**config.mk**
```make
export PLATFORM = sky130hd
export DESIGN_NAME = rl_pair_dispatcher
export DESIGN_NICKNAME = d
export VERILOG_FILES = /design/src/rtl/rl_pair_dispatcher.sv
export SDC_FILE = /design/constraint.sdc
export NUM_CORES = 1
export LEC_CHECK = 0
export CAP_MARGIN = 20
export CORE_MARGIN = 2
export CORE_UTILIZATION = 24
export DETAILED_ROUTE_END_ITERATION = 10
export PLACE_DENSITY_LB_ADDON = 0.12
export SLEW_MARGIN = 40
export SYNTH_ARGS = -nofsm -noshare
export SYNTH_HDL_FRONTEND = slang
export SYNTH_SLANG_ARGS = --single-unit
```
**constraint.sdc**
```tcl
create_clock -name clk -period 12.21 [get_ports clk]
set_clock_uncertainty 0.1 [all_clocks]
set_input_delay 1.8315 -clock clk [delete_from_list [all_inputs] [get_ports clk]]
set_output_delay 1.8315 -clock clk [all_outputs]
set_load 0.02 [all_outputs]
```
**src/rtl/rl_pair_dispatcher.sv**
```systemverilog
// Cell-pair particle sweep: walks i over the home cell and j over the neighbor cell,
// reading both 1-cycle caches and presenting registered pairs. Define RL_PAIR_DISPATCH_COUNTER_EN for pair_count.
module rl_pair_dispatcher #(
  parameter int DATA_WIDTH        = 32,
  parameter int CELL_ID_WIDTH     = 12,
  parameter int ADDR_WIDTH        = 8,
  parameter int PARTICLE_ID_WIDTH = CELL_ID_WIDTH + ADDR_WIDTH
) (
  input  logic                         clk,
  input  logic                         rst,
  input  logic                         start,
  input  logic [CELL_ID_WIDTH-1:0]     ref_cell_id,
  input  logic [CELL_ID_WIDTH-1:0]     nb_cell_id,
  input  logic [ADDR_WIDTH-1:0]        ref_count,
  input  logic [ADDR_WIDTH-1:0]        nb_count,
  output logic [ADDR_WIDTH-1:0]        ref_rd_addr,
  output logic [ADDR_WIDTH-1:0]        nb_rd_addr,
  input  logic [3*DATA_WIDTH-1:0]      ref_rd_data,
  input  logic [3*DATA_WIDTH-1:0]      nb_rd_data,
  input  logic                         back_pressure,
  output logic                         out_valid,
  output logic [PARTICLE_ID_WIDTH-1:0] ref_particle_id,
  output logic [PARTICLE_ID_WIDTH-1:0] neighbor_particle_id,
  output logic [DATA_WIDTH-1:0]        refx,
  output logic [DATA_WIDTH-1:0]        refy,
  output logic [DATA_WIDTH-1:0]        refz,
  output logic [DATA_WIDTH-1:0]        neighborx,
  output logic [DATA_WIDTH-1:0]        neighbory,
  output logic [DATA_WIDTH-1:0]        neighborz,
  output logic                         busy,
  output logic                         done,
  output logic [31:0]                  pair_count
);

  // state    | meaning
  // IDLE     | waiting for start
  // LOAD_REF | issuing the first read of a new ref particle i
  // RUN      | issuing remaining j reads of row i, then draining the pipeline
  // DONE     | one-cycle done pulse
  typedef enum logic [1:0] {IDLE, LOAD_REF, RUN, DONE} state_t;

  localparam int CRD_W = 3 * DATA_WIDTH;
  localparam int AW    = ADDR_WIDTH;

  state_t                   state_q, state_d;
  logic [CELL_ID_WIDTH-1:0] ref_cell_q, ref_cell_d, nb_cell_q, nb_cell_d;
  logic [AW-1:0]            ref_cnt_q, ref_cnt_d, nb_cnt_q, nb_cnt_d;
  logic                     same_q, same_d;
  logic [AW-1:0]            cur_i_q, cur_i_d, cur_j_q, cur_j_d;
  logic                     all_iss_q, all_iss_d;
  logic [AW-1:0]            ref_addr_q, ref_addr_d, nb_addr_q, nb_addr_d;
  // stage 1: address presented to caches; stage 2: data on cache outputs
  logic                     v1_q, v1_d, v2_q, v2_d;
  logic [AW-1:0]            i1_q, i1_d, j1_q, j1_d, i2_q, i2_d, j2_q, j2_d;
  logic                     sk_q, sk_d;
  logic [AW-1:0]            sk_i_q, sk_i_d, sk_j_q, sk_j_d;
  logic [CRD_W-1:0]         sk_rd_q, sk_rd_d, sk_nd_q, sk_nd_d;
  logic                     out_valid_q, out_valid_d;
  logic [PARTICLE_ID_WIDTH-1:0] rid_q, rid_d, nid_q, nid_d;
  logic [CRD_W-1:0]         rxyz_q, rxyz_d, nxyz_q, nxyz_d;
  logic                     busy_q, busy_d, done_q, done_d;

  logic                     take_sk, take_s2, v2_keep, issue_ok;
  logic                     same_in, empty_in, last_j, rows_done;
  logic [AW:0]              next_i;

  assign same_in  = (ref_cell_id == nb_cell_id);
  assign empty_in = (ref_count == '0) || (nb_count == '0) ||
                    (same_in && ((ref_count < AW'(2)) || (nb_count < AW'(2))));
  assign last_j    = (cur_j_q == nb_cnt_q - AW'(1));
  assign next_i    = {1'b0, cur_i_q} + (AW+1)'(1);
  assign rows_done = (next_i >= {1'b0, ref_cnt_q}) ||
                     (same_q && ((next_i + (AW+1)'(1)) >= {1'b0, nb_cnt_q}));
  assign take_sk   = !back_pressure && sk_q;
  assign take_s2   = !back_pressure && !sk_q && v2_q;

`ifdef RL_PAIR_DISPATCH_COUNTER_EN
  logic [31:0] pair_count_q, pair_count_d;
  assign pair_count = pair_count_q;
`else
  assign pair_count = '0;
`endif

  always_comb begin
    state_d     = state_q;
    ref_cell_d  = ref_cell_q;
    nb_cell_d   = nb_cell_q;
    ref_cnt_d   = ref_cnt_q;
    nb_cnt_d    = nb_cnt_q;
    same_d      = same_q;
    cur_i_d     = cur_i_q;
    cur_j_d     = cur_j_q;
    all_iss_d   = all_iss_q;
    ref_addr_d  = ref_addr_q;
    nb_addr_d   = nb_addr_q;
    v1_d        = 1'b0;
    i1_d        = i1_q;
    j1_d        = j1_q;
    i2_d        = i2_q;
    j2_d        = j2_q;
    sk_i_d      = sk_i_q;
    sk_j_d      = sk_j_q;
    sk_rd_d     = sk_rd_q;
    sk_nd_d     = sk_nd_q;
    rid_d       = rid_q;
    nid_d       = nid_q;
    rxyz_d      = rxyz_q;
    nxyz_d      = nxyz_q;
    out_valid_d = take_sk || take_s2;
    issue_ok    = 1'b0;
`ifdef RL_PAIR_DISPATCH_COUNTER_EN
    pair_count_d = pair_count_q;
`endif

    if (take_sk) begin
      rid_d  = PARTICLE_ID_WIDTH'({ref_cell_q, sk_i_q});
      nid_d  = PARTICLE_ID_WIDTH'({nb_cell_q, sk_j_q});
      rxyz_d = sk_rd_q;
      nxyz_d = sk_nd_q;
    end else if (take_s2) begin
      rid_d  = PARTICLE_ID_WIDTH'({ref_cell_q, i2_q});
      nid_d  = PARTICLE_ID_WIDTH'({nb_cell_q, j2_q});
      rxyz_d = ref_rd_data;
      nxyz_d = nb_rd_data;
    end

    // cache output is about to be replaced by stage 1 data: park stage 2 in the skid
    sk_d    = sk_q && !take_sk;
    v2_keep = v2_q && !take_s2;
    if (v1_q && v2_keep) begin
      sk_d    = 1'b1;
      sk_i_d  = i2_q;
      sk_j_d  = j2_q;
      sk_rd_d = ref_rd_data;
      sk_nd_d = nb_rd_data;
      v2_keep = 1'b0;
    end
    if (v1_q) begin
      v2_d = 1'b1;
      i2_d = i1_q;
      j2_d = j1_q;
    end else begin
      v2_d = v2_keep;
    end

    // a new read is only launched if a stall on the next edge could still be absorbed
    issue_ok = !back_pressure && !(sk_d && v2_d);

    case (state_q)
      IDLE: begin
        if (start) begin
          ref_cell_d = ref_cell_id;
          nb_cell_d  = nb_cell_id;
          ref_cnt_d  = ref_count;
          nb_cnt_d   = nb_count;
          same_d     = same_in;
          cur_i_d    = '0;
          cur_j_d    = same_in ? AW'(1) : '0;
          all_iss_d  = 1'b0;
          state_d    = empty_in ? DONE : LOAD_REF;
`ifdef RL_PAIR_DISPATCH_COUNTER_EN
          pair_count_d = '0;
`endif
        end
      end
      LOAD_REF, RUN: begin
        if (all_iss_q) begin
          if (!v1_q && !v2_q && !sk_q) state_d = DONE;
        end else if (issue_ok) begin
          ref_addr_d = cur_i_q;
          nb_addr_d  = cur_j_q;
          v1_d       = 1'b1;
          i1_d       = cur_i_q;
          j1_d       = cur_j_q;
          if (!last_j) begin
            cur_j_d = cur_j_q + AW'(1);
            state_d = RUN;
          end else if (rows_done) begin
            all_iss_d = 1'b1;
            state_d   = RUN;
          end else begin
            cur_i_d = next_i[AW-1:0];
            cur_j_d = same_q ? (next_i[AW-1:0] + AW'(1)) : '0;
            state_d = LOAD_REF;
          end
        end
      end
      DONE:    state_d = IDLE;
      default: state_d = IDLE;
    endcase

    busy_d = (state_d != IDLE);
    done_d = (state_d == DONE);
`ifdef RL_PAIR_DISPATCH_COUNTER_EN
    if (out_valid_d && (pair_count_d != 32'hFFFF_FFFF)) pair_count_d = pair_count_d + 32'd1;
`endif
  end

  always_ff @(posedge clk or negedge rst) begin
    if (!rst) begin
      state_q     <= IDLE;
      ref_cell_q  <= '0;
      nb_cell_q   <= '0;
      ref_cnt_q   <= '0;
      nb_cnt_q    <= '0;
      same_q      <= 1'b0;
      cur_i_q     <= '0;
      cur_j_q     <= '0;
      all_iss_q   <= 1'b0;
      ref_addr_q  <= '0;
      nb_addr_q   <= '0;
      v1_q        <= 1'b0;
      i1_q        <= '0;
      j1_q        <= '0;
      v2_q        <= 1'b0;
      i2_q        <= '0;
      j2_q        <= '0;
      sk_q        <= 1'b0;
      sk_i_q      <= '0;
      sk_j_q      <= '0;
      sk_rd_q     <= '0;
      sk_nd_q     <= '0;
      out_valid_q <= 1'b0;
      rid_q       <= '0;
      nid_q       <= '0;
      rxyz_q      <= '0;
      nxyz_q      <= '0;
      busy_q      <= 1'b0;
      done_q      <= 1'b0;
`ifdef RL_PAIR_DISPATCH_COUNTER_EN
      pair_count_q <= '0;
`endif
    end else begin
      state_q     <= state_d;
      ref_cell_q  <= ref_cell_d;
      nb_cell_q   <= nb_cell_d;
      ref_cnt_q   <= ref_cnt_d;
      nb_cnt_q    <= nb_cnt_d;
      same_q      <= same_d;
      cur_i_q     <= cur_i_d;
      cur_j_q     <= cur_j_d;
      all_iss_q   <= all_iss_d;
      ref_addr_q  <= ref_addr_d;
      nb_addr_q   <= nb_addr_d;
      v1_q        <= v1_d;
      i1_q        <= i1_d;
      j1_q        <= j1_d;
      v2_q        <= v2_d;
      i2_q        <= i2_d;
      j2_q        <= j2_d;
      sk_q        <= sk_d;
      sk_i_q      <= sk_i_d;
      sk_j_q      <= sk_j_d;
      sk_rd_q     <= sk_rd_d;
      sk_nd_q     <= sk_nd_d;
      out_valid_q <= out_valid_d;
      rid_q       <= rid_d;
      nid_q       <= nid_d;
      rxyz_q      <= rxyz_d;
      nxyz_q      <= nxyz_d;
      busy_q      <= busy_d;
      done_q      <= done_d;
`ifdef RL_PAIR_DISPATCH_COUNTER_EN
      pair_count_q <= pair_count_d;
`endif
    end
  end

  assign ref_rd_addr          = ref_addr_q;
  assign nb_rd_addr           = nb_addr_q;
  assign out_valid            = out_valid_q;
  assign ref_particle_id      = rid_q;
  assign neighbor_particle_id = nid_q;
  assign refx                 = rxyz_q[DATA_WIDTH-1:0];
  assign refy                 = rxyz_q[2*DATA_WIDTH-1:DATA_WIDTH];
  assign refz                 = rxyz_q[3*DATA_WIDTH-1:2*DATA_WIDTH];
  assign neighborx            = nxyz_q[DATA_WIDTH-1:0];
  assign neighbory            = nxyz_q[2*DATA_WIDTH-1:DATA_WIDTH];
  assign neighborz            = nxyz_q[3*DATA_WIDTH-1:2*DATA_WIDTH];
  assign busy                 = busy_q;
  assign done                 = done_q;

endmodule

```
==> impl_metrics.yaml <==
run_status:
  status: "complete, no violations"
timing:
  clock.fmax_mhz: 208.5
  hold_viol: 0
  final.setup.tns_ps: 0
  setup_viol: 0
  relSlewSlack: 0.4231
  min_period_ps: 4797
  worstMarginPinSlew_ps: 865.3
  period_share: 0.3929
  rsz0062_at_grt: "false"
  slew_violations: 0
detailed_routing:
  drc: 0
  antenna_left: 0
  routed_wl_um: 89810
  dr.pass1.iters: 5
  drt_iter0_drc: 1356
  via_per_inst: 4.695
  routed-via-count: 21270
  wire_per_inst_um: 19.83
worst_setup_path:
  critPathTopFamily: "simple AND/OR/NAND/NOR gates"
  reg2reg_slack_ps: 7410
  r2r-end: "cur_i_q[0]$_DFFE_PN0P_"
  critPathMaxFanout: 14
  end_kind: "register"
  critPathCapture: "cur_i_q[0]$_DFFE_PN0P_"
  cp_slowest_cell: "dfrtp_1"
  crit_buf_inv: 0
  crit_arrival_ps: 5230
  crit_chain: "ha_1, xnor2_1, nor3_1, nand3_1, a311oi_1, xnor2_1, ha_1, nand3_1, o22ai_1, o31ai_1, o211ai_1, or3_1, or4_1, o211ai_1"
  critPathLaunch: "cur_i_q[0]$_DFFE_PN0P_"
  critPathLaunchType: "register"
  regToRegStartpoint: "cur_i_q[0]$_DFFE_PN0P_"
  ff2ff_path_depth: 14
  path_depth: 14
  path_class: "register to register"
  max_stage_delay_ps: 630
  required_ps: 12640
power:
  switching_share: 0.3954
  p_switching_mw: 3.592
  ir_drop_mv: 0.09852
  combinationalPowerShare: 0.417
  leakagePower_nw: 14.45
  intPower_mw: 5.493
  powerDensity_nw_per_um2: 273.1
  seq_power_share: 0.356
  clkPwrFrac: 0.227
  power_mw: 9.085
yosys:
  synth-compound-area-share: 0.1711
  yosys_warnings: 0
  ys_ff_latch: 538
  synthFlopType: "dfrtp_1"
  synthXorXnorAreaFrac: 0.01203
  ys_seq_area_frac: 0.5437
  synth_area_leaders: "dfrtp_1, nand2_1, a22oi_1"
  yosys.area.top_type: "dfrtp_1"
  yosys-mux-area-fraction: 0.02673
  syn-instance-count: 2703
  syn_area_sq_um: 24760
  synthAdderAreaFrac: 0.01061
  synth-simple-area-share: 0.1910
  synth_edf_count: 0
  synth_top_family_by_area: "simple AND/OR/NAND/NOR gates"
  yosys.area.top_type_share: 0.5437
  synth.avg_cell_area_sq_um: 9.161
  async_flop_share: 1.000
  synth_cell_types: 50
floorplanning:
  coreArea_sq_um: 102000
  die_h_um: 325.2
  rows: 117
  chipWidth_um: 325.2
  dieArea_sq_um: 105800
  start_util: 0.2427
  pin_count: 519
finish:
  nNetsFinal: 3358
  areaGrowthSynthToFinish_pct: 34.35
  fin_cells: 4530
  fin_util: 0.3260
  final_layout_size_suffix_gt1_frac: 0.06755
global_routing:
  antenna_found_initial: 15
  grt_max_degree: 150
  grt_pass1_wl_um: 136600
  grtUsageTotal: 0.1649
  overflow: 0
  grt_pass1_vias: 21490
clock_tree:
  root_buffer: "clkbuf_16"
  post_cts_buffers: 0
  cts_buffers: 70
  clock_sinks: 538
  cts_buffer_depth: 3
  clk_pin_slew_ps: 60
  ctsHoldBuffers: 0
  cts_resized: 0
  cts_max_level: 3
  clock_latency_ps: 630
  cts_tree: "yes"
placed_design:
  hpwl_um: 56270
  io_buffers: 486
  dp.cells: 4394
  gp_routability_congestion: 0.7594
flow_run:
  cap_violations: 0
min_path:
  hold_path.class: "register to register"
[cells in the final DEF, fill, tap and decap left out, drive strengths merged, types with 7 or more instances in the layout]
| cell type | instances |
|---|---|
| nor2 | 15 |
| and3 | 12 |
| o22ai | 7 |
| nor4 | 9 |
| dfrtp | 538 |
| mux2 | 57 |
| nand2 | 765 |
| clkdlybuf4s50 | 484 |
| clkbuf | 105 |
| diode | 9 |
| xor2 | 18 |
| nor2b | 211 |
| o211ai | 12 |
| or3 | 7 |
| o21ai | 231 |
| xnor2 | 16 |
| clkinv | 11 |
| nor3 | 13 |
| ha | 21 |
| nand3 | 21 |
| a31oi | 7 |
| a22oi | 208 |
| a21oi | 225 |
| inv | 41 |
| conb | 32 |
| buf | 34 |
[worst min path at each step]
stage | from | endpoint | slack [ps] | cells after the start
2_1_floorplan | nb_cell_q[2]$_DFFE_PN0P_ | neighbor_particle_id[10]$_DFFE_PN0P_ | 330 | 2
3_3_place_gp | ref_cell_q[11]$_DFFE_PN0P_ | ref_particle_id[19]$_DFFE_PN0P_ | 350 | 2
3_5_place_dp | nb_cell_q[8]$_DFFE_PN0P_ | neighbor_particle_id[16]$_DFFE_PN0P_ | 350 | 2
4_1_cts | nb_cell_q[11]$_DFFE_PN0P_ | neighbor_particle_id[19]$_DFFE_PN0P_ | 350 | 2
5_1_grt | nb_cell_q[11]$_DFFE_PN0P_ | neighbor_particle_id[19]$_DFFE_PN0P_ | 380 | 2
6_report | nb_cell_q[11]$_DFFE_PN0P_ | neighbor_particle_id[19]$_DFFE_PN0P_ | 360 | 2
[routing by layer]
| metal | vias up | track usage | part of all wire |
|---|---|---|---|
| li1 | 9913 | - | - |
| met1 | 10570 | 0.2149 | 0.43 |
| met2 | 649 | 0.2587 | 0.46 |
| met3 | 116 | 0.05311 | 0.082 |
| met4 | 18 | 0.05163 | 0.021 |
| met5 | - | 0 | 0.0015 |
[power groups by stage]
stage	Combinational [mW]	Sequential [mW]	Clock [mW]
2_1_floorplan	1.78	3.53	0
3_3_place_gp	3.74	3.22	0
3_5_place_dp	3.82	3.26	0
4_1_cts	3.83	3.24	2.15
5_1_grt	4.16	3.35	2.23
6_report	3.79	3.24	2.06
[cell families (layout without fill, tap and decap cells)]
family | Yosys count | in the layout
AND/OR/NAND/NOR | 1072 | 1072
AO/OA/AOI/OAI | 716 | 716
flip-flops | 538 | 538
buffers and inverters | 262 | 681
multiplexers | 59 | 59
XOR/XNOR | 34 | 34
adder cells (fa/ha/maj) | 21 | 21
other | 1 | 41
[cells in the mapped netlist (2+ instances only)]
library cell and n:
and3_1 12, nand2b_1 4, xnor2_1 16, nor2_1 15
nor2b_1 211, xor2_1 18, nor3_1 12, or4_1 3
mux2i_1 2, a21o_1 4, a31oi_1 7, ha_1 21
o211ai_1 12, mux2_2 57, inv_1 36, o21ai_0 231
o211a_1 4, dfrtp_1 538, nor4_1 9, clkbuf_1 181
a211oi_1 3, o31ai_1 6, or3_1 7, nand3_1 21
buf_1 10, nand2_1 765, buf_4 32, a21oi_1 225
nand4_1 3, o22ai_1 7, and2_1 5, a22oi_1 208
[cell type report]
type                    count  area [sq um]
clock inverters            20         197.7
clock buffers             104          2092
inverters                  38         142.6
well taps                1368          1712
diodes                      9         22.52
fillers                 10520         68770
flip-flops and latches    538         13470
multi-input cells        1934         10340
repair buffers            519          5285
[tightest hold or removal path, delay by kind of cell (launching register included)]
family           cells  cell delay (ps)
and+or+nand+nor      2              100
DFF                  1              340
[state kept, by name, summed over array words and instances (netlist names), 8 cells and up]
name	flops
nxyz_q	96
rxyz_q	96
sk_nd_q	96
sk_rd_q	96
neighbor_particle_id	20
ref_particle_id	20
nb_cell_q	12
ref_cell_q	12
cur_i_q	8
cur_j_q	8
i1_q	8
i2_q	8
j1_q	8
j2_q	8
nb_cnt_q	8
ref_cnt_q	8
sk_i_q	8
sk_j_q	8
[metrics by stage]
step	setup WS (ps)	instance area, sq um	hold WS (ps)
after CTS	7478	33170	353.4
after global routing	7169	33260	377.3
after global placement	6739	30780	346.7
after detailed placement	7177	30880	354.7
final	7413	33270	358.7
after floorplan	8201	24880	333.1
Note: power is estimated with default switching activity, not from simulation.
